File: config.mk
export PLATFORM = sky130hd
export DESIGN_NAME = reg_bus_master_flat
export DESIGN_NICKNAME = d
export VERILOG_FILES = /design/src/rtl/reg_bus_master_if.sv /design/src/rtl/reg_bus_master.sv /design/src/flat_wrapper.sv
export SDC_FILE = /design/constraint.sdc
export NUM_CORES = 1
export LEC_CHECK = 0
export CAP_MARGIN = 40
export CORE_AREA = 5 5 99 101
export CTS_CLUSTER_SIZE = 28
export DETAILED_ROUTE_END_ITERATION = 7
export DIE_AREA = 0 0 104 106
export PLACE_DENSITY = 0.57
export SLEW_MARGIN = 15
export SYNTH_ARGS = -nofsm -noshare
export SYNTH_HDL_FRONTEND = slang
export SYNTH_SLANG_ARGS = --single-unit
File: constraint.sdc
create_clock -name clk -period 2.9 [get_ports clk]
set_clock_uncertainty 0.1 [all_clocks]
set_input_delay 0.29 -clock clk [delete_from_list [all_inputs] [get_ports clk]]
set_output_delay 0.29 -clock clk [all_outputs]
set_load 0.01 [all_outputs]
File: src/rtl/reg_bus_master_if.sv
// Register bus initiator signal bundle: command/response handshakes plus the
// en/rd/wr/be/addr/data bus. The master modport is the initiator side.
interface reg_bus_master_if #(
  parameter int ADDR_WIDTH = 16,
  parameter int DATA_WIDTH = 16
);
  logic                  cmd_valid;
  logic                  cmd_ready;
  logic                  cmd_write;
  logic [ADDR_WIDTH-1:0] cmd_addr;
  logic [1:0]            cmd_be;
  logic [DATA_WIDTH-1:0] cmd_wdata;

  logic                  rsp_valid;
  logic                  rsp_ready;
  logic                  rsp_write;
  logic [DATA_WIDTH-1:0] rsp_rdata;

  logic                  bus_en;
  logic                  bus_rd;
  logic                  bus_wr;
  logic [1:0]            bus_be;
  logic [ADDR_WIDTH-1:0] bus_addr;
  logic [DATA_WIDTH-1:0] bus_data_out;
  logic                  bus_data_oe;
  logic [DATA_WIDTH-1:0] bus_data_in;

  modport master (
    input  cmd_valid, cmd_write, cmd_addr, cmd_be, cmd_wdata, rsp_ready, bus_data_in,
    output cmd_ready, rsp_valid, rsp_write, rsp_rdata,
    output bus_en, bus_rd, bus_wr, bus_be, bus_addr, bus_data_out, bus_data_oe
  );

  modport slave (
    output cmd_valid, cmd_write, cmd_addr, cmd_be, cmd_wdata, rsp_ready, bus_data_in,
    input  cmd_ready, rsp_valid, rsp_write, rsp_rdata,
    input  bus_en, bus_rd, bus_wr, bus_be, bus_addr, bus_data_out, bus_data_oe
  );
endinterface

File: src/rtl/reg_bus_master.sv
// Register bus initiator: one command at a time, registered strobes with
// programmable setup/strobe/hold, captured read data, one response per command.
//  state  | meaning
//  IDLE   | cmd_ready high, waiting for a command
//  SETUP  | en/addr/be/data driven, no strobe
//  STROBE | rd or wr high
//  HOLD   | strobe low, en/addr/be/data still held
//  RESP   | bus released, rsp_valid until rsp_ready
module reg_bus_master #(
  parameter int ADDR_WIDTH    = 16,
  parameter int DATA_WIDTH    = 16,
  parameter int SETUP_CYCLES  = 1,
  parameter int STROBE_CYCLES = 2,
  parameter int HOLD_CYCLES   = 1
) (
  input logic            clk,
  input logic            reset,
  reg_bus_master_if.master bus
);
  localparam int MAX_CYC = (SETUP_CYCLES > STROBE_CYCLES) ?
                           ((SETUP_CYCLES > HOLD_CYCLES) ? SETUP_CYCLES : HOLD_CYCLES) :
                           ((STROBE_CYCLES > HOLD_CYCLES) ? STROBE_CYCLES : HOLD_CYCLES);
  localparam int CNT_W = (MAX_CYC < 2) ? 1 : $clog2(MAX_CYC + 1);
  localparam logic [CNT_W-1:0] SETUP_LOAD  = CNT_W'((SETUP_CYCLES  > 0) ? SETUP_CYCLES  - 1 : 0);
  localparam logic [CNT_W-1:0] STROBE_LOAD = CNT_W'((STROBE_CYCLES > 0) ? STROBE_CYCLES - 1 : 0);
  localparam logic [CNT_W-1:0] HOLD_LOAD   = CNT_W'((HOLD_CYCLES   > 0) ? HOLD_CYCLES   - 1 : 0);

  typedef enum logic [2:0] {IDLE, SETUP, STROBE, HOLD, RESP} state_t;

  state_t                state, state_nxt;
  logic [CNT_W-1:0]      cnt, cnt_nxt;
  logic                  accept, write_q, write_nxt, active_nxt;

  logic                  cmd_ready_q, en_q, rd_q, wr_q, oe_q, rsp_valid_q, rsp_write_q;
  logic                  cmd_ready_nxt, en_nxt, rd_nxt, wr_nxt, oe_nxt, rsp_valid_nxt, rsp_write_nxt;
  logic [1:0]            be_q, be_nxt;
  logic [ADDR_WIDTH-1:0] addr_q, addr_nxt;
  logic [DATA_WIDTH-1:0] dout_q, dout_nxt, rdata_q, rdata_nxt;

  assign accept    = (state == IDLE) && bus.cmd_valid;
  assign write_nxt = accept ? bus.cmd_write : write_q;

  always_ff @(posedge clk or negedge reset) begin
    if (!reset) begin
      state   <= IDLE;
      cnt     <= '0;
      write_q <= 1'b0;
    end else begin
      state   <= state_nxt;
      cnt     <= cnt_nxt;
      write_q <= write_nxt;
    end
  end

  always_comb begin
    state_nxt = state;
    cnt_nxt   = (cnt != '0) ? cnt - CNT_W'(1) : cnt;
    case (state)
      IDLE: if (accept) begin
        if (SETUP_CYCLES > 0) begin
          state_nxt = SETUP;
          cnt_nxt   = SETUP_LOAD;
        end else begin
          state_nxt = STROBE;
          cnt_nxt   = STROBE_LOAD;
        end
      end
      SETUP: if (cnt == '0) begin
        state_nxt = STROBE;
        cnt_nxt   = STROBE_LOAD;
      end
      STROBE: if (cnt == '0) begin
        if (HOLD_CYCLES > 0) begin
          state_nxt = HOLD;
          cnt_nxt   = HOLD_LOAD;
        end else begin
          state_nxt = RESP;
          cnt_nxt   = '0;
        end
      end
      HOLD: if (cnt == '0) state_nxt = RESP;
      RESP: if (bus.rsp_ready) state_nxt = IDLE;
      default: begin
        state_nxt = IDLE;
        cnt_nxt   = '0;
      end
    endcase
  end

  // Outputs are decoded from the next state so every bus/rsp pin is a flop.
  always_comb begin
    active_nxt    = (state_nxt == SETUP) || (state_nxt == STROBE) || (state_nxt == HOLD);
    cmd_ready_nxt = (state_nxt == IDLE);
    en_nxt        = active_nxt;
    rd_nxt        = (state_nxt == STROBE) && !write_nxt;
    wr_nxt        = (state_nxt == STROBE) && write_nxt;
    oe_nxt        = active_nxt && write_nxt;
    rsp_valid_nxt = (state_nxt == RESP);
    rsp_write_nxt = (state_nxt == RESP) && write_q;
    addr_nxt      = addr_q;
    be_nxt        = be_q;
    dout_nxt      = dout_q;
    if (accept) begin
      addr_nxt = bus.cmd_addr;
      be_nxt   = bus.cmd_be;
      dout_nxt = bus.cmd_write ? bus.cmd_wdata : '0;
    end else if (!active_nxt) begin
      addr_nxt = '0;
      be_nxt   = '0;
      dout_nxt = '0;
    end
    rdata_nxt = rdata_q;
    if (accept || (state_nxt == IDLE))
      rdata_nxt = '0;
    else if ((state == STROBE) && (cnt == '0) && !write_q)
      rdata_nxt = bus.bus_data_in;
  end

  always_ff @(posedge clk or negedge reset) begin
    if (!reset) begin
      cmd_ready_q <= 1'b1;
      en_q        <= 1'b0;
      rd_q        <= 1'b0;
      wr_q        <= 1'b0;
      oe_q        <= 1'b0;
      rsp_valid_q <= 1'b0;
      rsp_write_q <= 1'b0;
      be_q        <= '0;
      addr_q      <= '0;
      dout_q      <= '0;
      rdata_q     <= '0;
    end else begin
      cmd_ready_q <= cmd_ready_nxt;
      en_q        <= en_nxt;
      rd_q        <= rd_nxt;
      wr_q        <= wr_nxt;
      oe_q        <= oe_nxt;
      rsp_valid_q <= rsp_valid_nxt;
      rsp_write_q <= rsp_write_nxt;
      be_q        <= be_nxt;
      addr_q      <= addr_nxt;
      dout_q      <= dout_nxt;
      rdata_q     <= rdata_nxt;
    end
  end

  assign bus.cmd_ready    = cmd_ready_q;
  assign bus.bus_en       = en_q;
  assign bus.bus_rd       = rd_q;
  assign bus.bus_wr       = wr_q;
  assign bus.bus_data_oe  = oe_q;
  assign bus.bus_be       = be_q;
  assign bus.bus_addr     = addr_q;
  assign bus.bus_data_out = dout_q;
  assign bus.rsp_valid    = rsp_valid_q;
  assign bus.rsp_write    = rsp_write_q;
  assign bus.rsp_rdata    = rdata_q;
endmodule

File: src/flat_wrapper.sv
// flat-port wrapper written by rule: the top's interface ports become plain ports
module reg_bus_master_flat 
#(
  parameter int ADDR_WIDTH    = 16,
  parameter int DATA_WIDTH    = 16,
  parameter int SETUP_CYCLES  = 1,
  parameter int STROBE_CYCLES = 2,
  parameter int HOLD_CYCLES   = 1
)
  (clk, reset, bus_cmd_valid, bus_cmd_write, bus_cmd_addr, bus_cmd_be, bus_cmd_wdata, bus_rsp_ready, bus_bus_data_in, bus_cmd_ready, bus_rsp_valid, bus_rsp_write, bus_rsp_rdata, bus_bus_en, bus_bus_rd, bus_bus_wr, bus_bus_be, bus_bus_addr, bus_bus_data_out, bus_bus_data_oe);
  reg_bus_master_if #(.ADDR_WIDTH(ADDR_WIDTH), .DATA_WIDTH(DATA_WIDTH)) bus_i ();
  input logic clk;
  input logic reset;
  input wire logic [$bits(bus_i.cmd_valid)-1:0] bus_cmd_valid;
  input wire logic [$bits(bus_i.cmd_write)-1:0] bus_cmd_write;
  input wire logic [$bits(bus_i.cmd_addr)-1:0] bus_cmd_addr;
  input wire logic [$bits(bus_i.cmd_be)-1:0] bus_cmd_be;
  input wire logic [$bits(bus_i.cmd_wdata)-1:0] bus_cmd_wdata;
  input wire logic [$bits(bus_i.rsp_ready)-1:0] bus_rsp_ready;
  input wire logic [$bits(bus_i.bus_data_in)-1:0] bus_bus_data_in;
  output wire logic [$bits(bus_i.cmd_ready)-1:0] bus_cmd_ready;
  output wire logic [$bits(bus_i.rsp_valid)-1:0] bus_rsp_valid;
  output wire logic [$bits(bus_i.rsp_write)-1:0] bus_rsp_write;
  output wire logic [$bits(bus_i.rsp_rdata)-1:0] bus_rsp_rdata;
  output wire logic [$bits(bus_i.bus_en)-1:0] bus_bus_en;
  output wire logic [$bits(bus_i.bus_rd)-1:0] bus_bus_rd;
  output wire logic [$bits(bus_i.bus_wr)-1:0] bus_bus_wr;
  output wire logic [$bits(bus_i.bus_be)-1:0] bus_bus_be;
  output wire logic [$bits(bus_i.bus_addr)-1:0] bus_bus_addr;
  output wire logic [$bits(bus_i.bus_data_out)-1:0] bus_bus_data_out;
  output wire logic [$bits(bus_i.bus_data_oe)-1:0] bus_bus_data_oe;
  assign bus_i.cmd_valid = bus_cmd_valid;
  assign bus_i.cmd_write = bus_cmd_write;
  assign bus_i.cmd_addr = bus_cmd_addr;
  assign bus_i.cmd_be = bus_cmd_be;
  assign bus_i.cmd_wdata = bus_cmd_wdata;
  assign bus_i.rsp_ready = bus_rsp_ready;
  assign bus_i.bus_data_in = bus_bus_data_in;
  assign bus_cmd_ready = bus_i.cmd_ready;
  assign bus_rsp_valid = bus_i.rsp_valid;
  assign bus_rsp_write = bus_i.rsp_write;
  assign bus_rsp_rdata = bus_i.rsp_rdata;
  assign bus_bus_en = bus_i.bus_en;
  assign bus_bus_rd = bus_i.bus_rd;
  assign bus_bus_wr = bus_i.bus_wr;
  assign bus_bus_be = bus_i.bus_be;
  assign bus_bus_addr = bus_i.bus_addr;
  assign bus_bus_data_out = bus_i.bus_data_out;
  assign bus_bus_data_oe = bus_i.bus_data_oe;
  reg_bus_master #(.ADDR_WIDTH(ADDR_WIDTH), .DATA_WIDTH(DATA_WIDTH), .SETUP_CYCLES(SETUP_CYCLES), .STROBE_CYCLES(STROBE_CYCLES), .HOLD_CYCLES(HOLD_CYCLES)) u_core (.clk(clk), .reset(reset), .bus(bus_i));
endmodule
==> results.cfg <==
[critical_path]
r2r-start = u_core.state[2]
setup.worst_path.end_class = flop
crit_arrival_ns = 2.18
critPathMaxFanout = 16
r2r_setup_slack_ns = 0.89
critical_path.cell_chain = nor4b_4 -> and2_1 -> a22o_1
critPathMaxStageDelay_ns = 0.60
rr_endpoint = u_core.bus.bus_data_out[2]
cp-start-kind = flop
cp.required_ns = 3.06
crit_type = flop to flop
crit_slowest_cell = dfrtp_1
r2r_cells = 3

[clock_network]
root_buffer = clkbuf_8
clk_latency_ns = 0.33
cts.clk_slew.worst_paths_ns = 0.07
clockBufferDepth = 2
cts_max_level = 3
cts_tree = done
cts_resized = 0
cts_sinks = 63
cts_buffers = 9

[logic_synthesis]
yosysTopAreaCell = dfrtp_1
syn_inst = 204
yosysWarnings = 0
synth_edf_count = 0
synth_async_sr_flop_share = 1.00
avgSynthCellArea_um2 = 12.5
synth_cell_types = 34
synthTopCellsByArea = dfrtp_1 (61%), a22o_1 (12%), a21oi_1 (3.3%)
synth_ff_type = dfrtp_1
netlist_area_um2 = 2550
yosysTopAreaCellShare = 0.609
syn_nets = 259
synth_seq_area_share = 0.619
post-synth-top-count-cell = dfrtp_1
ys_ff_latch = 63
synthTopCellsByCount = dfrtp_1 (62), a22o_1 (34), a21oi_1 (17), nand3_1 (17), o21ai_1 (10)

[floorplanning]
dieArea_um2 = 11000
fp.coreArea_um2 = 8930
die_x_um = 104
ios = 112
initial_core_util = 0.285
row_count = 35
die_h_um = 106

[pwr]
ir_worst_vdd_uv = 401
p_leak_nw = 1.68
power.density_nw_per_um2 = 1040
clkPwrFrac = 0.185
switching_share = 0.366
p_int_mw = 2.60
p_total_mw = 4.11
p_comb_frac = 0.448
p_seq_frac = 0.367
switchingPower_mw = 1.50

[place]
dpl.cell_count = 413
place.gp.congestion = 0.728
dpl_cell_area_um2 = 3730
hpwl_um = 4780
numPortBuffers = 111

[cells_and_area]
final-instance-count-excl-fill = 431
fin_area_um2 = 3960
syn2layout_area_growth_pct = 55.4
diodes = 0
drive_gt1_frac = 0.0969
fin_nets = 370

[timing]
finalMaxSlewViolations = 0
min_period_ns = 2.01
fmaxAchievable_ghz = 0.496
slew_headroom = 0.438
hold_viol = 0
setup_viol = 0
worst-slew-pin-transition_ns = 0.839
rsz0062_at_grt = no
setup_tns_ns = 0
period_share = 0.695
hold_ws_ns = 0.276

[run_status]
outcome = finished, final reports clean

[drt]
drt-initial-drc-count = 119
postRouteAntennaNets = 0
via_per_inst = 4.85
first_pass_iters = 4
drt-total-wl_um = 7090
wl_per_cell_um = 16.4
vias = 2089
drc = 0

[run]
cap_violations = 0

[grt]
antenna_found_initial = 0
grt_pass1_vias = 2028
grt_max_degree = 64
grt_pass1_wl_um = 11300
grt_use_total = 0.128
grt_overflow = 0

[min_path]
hold_class = input pin to asynchronous set/reset pin
## power groups by stage
stage	clock [mW]	combinational, mW	sequential, mW
after detailed placement	0	1.86	1.52
after global routing	0.832	1.99	1.56
after CTS	0.791	1.87	1.51
after floorplan	0	0.886	1.60
after global placement	0	1.85	1.52
final	0.762	1.84	1.51
## cells by family after synthesis
kind of cell	after synthesis	share of synthesized area
mux	1	0.00393
xor+xnor	1	0.00344
compound gates	75	0.205
buf+inv	20	0.0461
flops	63	0.619
simple gates	44	0.122
## cell type report
type / count / area (µm²)
Fill cell: 853 / 4970
Tap cell: 111 / 139
Clock buffer: 9 / 124
Multi-Input combinational cell: 121 / 862
Sequential cell: 63 / 1580
Timing Repair Buffer: 117 / 1170
Inverter: 3 / 11.3
Clock inverter: 7 / 72.6
## state kept, by name, indices dropped and copies added (netlist names)
name and cells:
u_core.bus.bus_rd 1, u_core.bus.rsp_write 1, u_core.bus.bus_wr 1, u_core.bus.rsp_valid 1
u_core.state 3, u_core.bus.bus_data_out 16, u_core.write_q 1, u_core.bus.rsp_rdata 16
u_core.bus.bus_en 1, u_core.bus.bus_data_oe 1, u_core.bus.bus_be 2, u_core.bus.bus_addr 16
u_core.cnt 2, u_core.bus.cmd_ready 1
## timing repair
action | 4_1_cts | 5_1_grt
hold buffers | 0 | 1
hold endpoints to repair | 0 | 54
buffers inserted | 0 | 0
## cells in the final DEF, fill, tap and decap left out, drive strengths merged, types with 2 or more instances in the layout
cell	instances
nand3	17
nor2	6
dfrtp	62
and2	3
nor2b	2
a22o	34
a31o	2
nor4b	3
a21oi	17
nor3	5
buf	6
inv	4
o21ai	19
clkinv	3
clkinvlp	2
clkbuf	9
clkdlybuf4s50	110
## routing by layer
metal / global-route usage / up-vias / share of wire
li1: - / 977 / -
met1: 0.185 / 1001 / 0.48
met2: 0.178 / 104 / 0.42
met3: 0.0431 / 7 / 0.085
met4: 0.0472 / 0 / 0.010
met5: 0 / - / 0
## how the worst max path moves through the flow
stage	cells past startpoint	slack [ns]	endpoint	from
after floorplan	4	1.31	u_core.bus.rsp_rdata[4]	u_core.state[2]
after global placement	4	0.82	u_core.bus.bus_data_out[13]	bus_cmd_valid
after detailed placement	4	0.80	u_core.bus.bus_data_out[9]	bus_cmd_valid
after CTS	3	0.86	u_core.bus.bus_data_out[2]	u_core.state[2]
after global routing	3	0.68	u_core.bus.rsp_rdata[1]	u_core.state[1]
final	3	0.89	u_core.bus.bus_data_out[2]	u_core.state[2]
## metrics by stage
stage	setup slack [ns]	utilization
6_report	0.886	0.443
4_1_cts	0.865	0.439
3_5_place_dp	0.798	0.417
3_3_place_gp	0.824	0.417
5_1_grt	0.677	0.443
2_1_floorplan	1.31	-
## worst max-delay path: cells and delay by family, from the launching register on
family | cells | cell delay [ns]
and+or+nand+nor | 2 | 1.01
DFF | 1 | 0.60
AOI/OAI and AO/OA | 1 | 0.24
(Power assumes the default switching activity.)
==> patch 1 (config.mk and constraints unchanged) <==
`ADDR_WIDTH` is set to 16 in 3 places; all go to 14.
--- a/src/rtl/reg_bus_master_if.sv
+++ b/src/rtl/reg_bus_master_if.sv
@@ -1,7 +1,7 @@
 // Register bus initiator signal bundle: command/response handshakes plus the
 // en/rd/wr/be/addr/data bus. The master modport is the initiator side.
 interface reg_bus_master_if #(
-  parameter int ADDR_WIDTH = 16,
+  parameter int ADDR_WIDTH = 14,
   parameter int DATA_WIDTH = 16
 );
   logic                  cmd_valid;
--- a/src/rtl/reg_bus_master.sv
+++ b/src/rtl/reg_bus_master.sv
@@ -7,7 +7,7 @@
 //  HOLD   | strobe low, en/addr/be/data still held
 //  RESP   | bus released, rsp_valid until rsp_ready
 module reg_bus_master #(
-  parameter int ADDR_WIDTH    = 16,
+  parameter int ADDR_WIDTH    = 14,
   parameter int DATA_WIDTH    = 16,
   parameter int SETUP_CYCLES  = 1,
   parameter int STROBE_CYCLES = 2,
--- a/src/flat_wrapper.sv
+++ b/src/flat_wrapper.sv
@@ -1,7 +1,7 @@
 // flat-port wrapper written by rule: the top's interface ports become plain ports
 module reg_bus_master_flat 
 #(
-  parameter int ADDR_WIDTH    = 16,
+  parameter int ADDR_WIDTH    = 14,
   parameter int DATA_WIDTH    = 16,
   parameter int SETUP_CYCLES  = 1,
   parameter int STROBE_CYCLES = 2,
Interface: changed (resized bus_bus_addr and bus_cmd_addr); port bits go from 112 to 108. The function was not compared with the original's and may differ.
==> patch 1 against the original RTL <==
- wire length decreased by 4.9%
- synthesized area fell by 2.9%
- clock power is 21% higher
- via count down 3.1%
- total power up 1.5%
- sequential cell count down 2
- worst setup slack improved by 0.0015 ns
- global-route usage is 0.66 points lower
- maximum frequency barely moved
- combinational power fell by 3%
- highest routed layer unchanged
- synthesized cell count fell by 2.0%
- design area shrank 1.6%
- die area unchanged
==> patch 1: results (changes against the original RTL) <==
Clocking
  • Clk slew on worst S/H paths: 0.07 ns (about the same)
  • Clk Latency, worst-skew pair: 0.33 ns (about the same)
  • Post-cts hold buffer count: 1 (+1)
  • CTS max path bufs: 2 (unchanged)
  • Post-CTS setup buffers: 0 (unchanged)
  • Post-CTS sizing: 0 (unchanged)

Logic synthesis
  • Post-synth ARST share: 100.0% (unchanged)
  • Main area contributors after synthesis: dfrtp_1 (61%), a22o_1 (11%), a21oi_1 (3.4%), nand3_1 (3.4%), o21ai_0 (3.0%)
  • Top_reg_cell synth: dfrtp_1
  • Avg Inst Size Synth: 12.37 µm² (-1.0%)
  • Post-synth top cells: dfrtp_1 (60), a22o_1 (32), a21oi_1 (17), nand3_1 (17), o21ai_0 (15)
  • Sequential share of the synthesized area: 61.76% (-0.14 points)
  • Syn Nets: 253 (-2.3%)
  • Synth unique cells: 33 (-2.9%)

Pwr
  • Seq group: 1.47 mW (-3%)
  • Static leakage: 1.646 nW (-1.9%)
  • Switching fraction of total power: 34.41% (-2.2 points)
  • Clk pwr: 0.922 mW (+21%)
  • Int Pwr: 2.736 mW (+5.1%)
  • Maximum VDD drop: 381.6 µV (-4.9%)

Global routing
  • Vias in the first global route: 2115 (+4.3%)
  • GR Util All Layers: 12.19% (-0.66 points)
  • Largest net degree at the start of global routing: 30 (-53%)
  • First-pass GRT wire length: 10880 µm (-4.0%)

STA
  • Worst-Margin Slew: 0.8401 ns (+0.001385 ns)

Drt
  • Wire per inst: 15.89 µm (-3.4%)
  • Drt total wl: 6737 µm (-4.9%)
  • Routed via count: 2024 (-3.1%)
  • DR iter-0 viols: 106 (-11%)
  • DR pass1 iterations: 4 (unchanged)

Placed design
  • Place WS: 0.7729 ns (-0.02552 ns)
  • Placer Congestion: 0.7384 (+1.4%)
  • Detailed placement HPWL: 4722 µm (-1.2%)
  • Total placed cells including tap cells: 407 (-1.5%)
  • PortBufs: 107 (-3.6%)

Worst setup path
  • Critical path arrival: 2.18 ns (about the same)
  • Crit path from: u_core.state[2]$_DFF_PN0_
  • Worst Path Max Fanout: 16 (unchanged)

Final layout
  • Final nets: 361 (-2.4%)
  • Fillers: 888 (+4.1%)
  • Layout cells sized above 1: 10.86% (+1.2 points)

Outcome
  • Outcome: finished clean
## patch 1: final cells by class
type	count	area, µm²	share of cell area, %
clock buffer	10	137.6	3.531
clock inverter	6	110.1	2.825
inverter	3	11.26	0.2889
multi-input combinational	119	830.8	21.32
sequential	61	1528	39.20
tap	111	138.9	3.563
timing repair buffer	114	1141	29.28
## patch 1: critical path, stage by stage (launching register included)
cell     delay [ns]
dfrtp_1        0.60
nor4b_4        0.45
and2_1         0.56
a22o_1         0.24
## patch 1: metrics by stage
stage / hold slack (ns) / instance area [µm²]
after floorplan: -0.1056 / 2474
after detailed placement: 0.09155 / 3640
after CTS: 0.2579 / 3897
final: 0.2715 / 3897
after global placement: 0.3722 / 3605
after global routing: 0.2865 / 3897
## patch 1: final timing paths
| path | slack, ns | end | cells past startpoint |
|---|---|---|---|
| max | 0.89 | u_core.bus.bus_data_out[13]$_DFFE_PN0P_ | 3 |
| max reg2reg | 0.89 | u_core.bus.bus_data_out[13]$_DFFE_PN0P_ | 3 |
| min in group clk | 0.40 | u_core.bus.bus_addr[10]$_DFFE_PN0P_ | 1 |
| max in group asynchronous | 1.77 | u_core.bus.bus_addr[13]$_DFFE_PN0P_ | 4 |
| min reg2reg | 0.40 | u_core.bus.bus_addr[10]$_DFFE_PN0P_ | 1 |
| min | 0.27 | u_core.bus.rsp_rdata[1]$_DFFE_PN0P_ | 2 |
## patch 1: kinds of logic after synthesis
family | count (synthesis) | synth area share (%)
AOI/OAI and AO/OA | 73 | 20.44
xor gates and xnor gates | 1 | 0.3541
buffers and inverters | 20 | 4.906
DFF | 61 | 61.76
muxes | 1 | 0.4047
and+or+nand+nor | 44 | 12.14
## patch 1: layer usage
layer	GRT usage, %	wire length [µm]
met5	0	0
met4	5.273	71
met3	4.493	419
met2	17.03	3088
met1	16.82	3158
==> patch 2 (same flow settings) <==
Made on the original files. `addr_q` no longer has a reset.
--- a/src/rtl/reg_bus_master.sv
+++ b/src/rtl/reg_bus_master.sv
@@ -126,7 +126,6 @@
       rsp_valid_q <= 1'b0;
       rsp_write_q <= 1'b0;
       be_q        <= '0;
-      addr_q      <= '0;
       dout_q      <= '0;
       rdata_q     <= '0;
     end else begin
@@ -138,10 +137,13 @@
       rsp_valid_q <= rsp_valid_nxt;
       rsp_write_q <= rsp_write_nxt;
       be_q        <= be_nxt;
-      addr_q      <= addr_nxt;
       dout_q      <= dout_nxt;
       rdata_q     <= rdata_nxt;
     end
+  end
+
+  always_ff @(posedge clk) begin
+    addr_q <= addr_nxt;
   end
 
   assign bus.cmd_ready    = cmd_ready_q;
Formal check against the unedited RTL: not equivalent (a bounded check fails within 4 cycles, from zero or initial values and one cycle with reset low).
==> patch 2 against the original RTL <==
- total power decreased by 0.19%
- critical endpoint unchanged
- highest routed layer unchanged
- design area increased by 0.92%
- critical path depth did not move
- wire length decreased by 3.3%
- die area stayed put
- synthesized area rose by 1.7%
- sequential cell count is the same
- worst setup slack got worse by 0.22 ns
==> patch 2: results (changes against the original RTL) <==
Outcome
  • Outcome: finished clean

Logic synthesis
  • Mux contribution to synthesized area: 0.3861% (-0.0066 points)
  • Post-synth EDFFs: 16 (+16)
  • Xor and xnor area share after synthesis: 0.3378% (-0.0058 points)
  • Post-synth ARST share: 74.60% (-25 points)
  • Compound-Gate Fraction of Synth Area: 16.17% (-4.4 points)
  • Sequential share of the synthesized area: 63.95% (+2.0 points)

Pwr
  • Total power: 4.100 mW (-0.19%)
  • Switching fraction of total power: 34.82% (-1.8 points)
  • Reg power frac: 38.0% (+1.3 points)
  • Static leakage: 1.625 nW (-3.2%)

Worst setup path
  • Slowest stage delay, CP: 0.66 ns (+0.06 ns)

Global routing
  • Largest net degree at the start of global routing: 30 (-53%)
  • GR Util All Layers: 12.37% (-0.47 points)
  • Vias in the first global route: 2004 (-1.2%)
  • First-pass GRT wire length: 10850 µm (-4.2%)

STA
  • Min Tclk post-route: 2.235 ns (+0.2207 ns)

Placed design
  • Total placed cells including tap cells: 414 (+0.24%)

Final layout
  • Layout cells sized above 1: 11.56% (+1.9 points)

Drt
  • Vias per inst: 4.534 (-6.5%)
  • Routed met1 length: 3223 µm (-5.5%)
  • DR iter-0 viols: 37 (-69%)
  • Wire per inst: 15.90 µm (-3.3%)
  • WL met3: 402 µm (-34%)

Clocking
  • Post-cts hold buffer count: 1 (+1)
-- patch 2: cell types whose count changed after synthesis, moves of 6 or more --
cell      before  now
dfrtp_1       62   46
and2_1         3   18
edfxtp_1       0   16
a22o_2         0    7
buf_2          9    3
a22o_1        34   11
-- patch 2: critical path: cells and delay by family, from the launching register on --
family | cells | cell delay, ns
flip-flops | 1 | 0.58
AO/OA/AOI/OAI | 1 | 0.24
AND/OR/NAND/NOR | 2 | 1.25
-- patch 2: cell type report --
type | count | area [µm²]
timing repair buffer | 116 | 1159
inverter | 4 | 15.01
multi-input combinational | 121 | 818.3
sequential | 63 | 1658
fill | 852 | 4937
clock buffer | 11 | 152.6
clock inverter | 5 | 55.05
tap | 111 | 138.9
-- patch 2: layer usage --
metal,vias up,track usage [%]
li1,959,-
met3,10,5.161
met2,65,17.67
met4,0,4.255
met1,920,16.86
met5,-,0
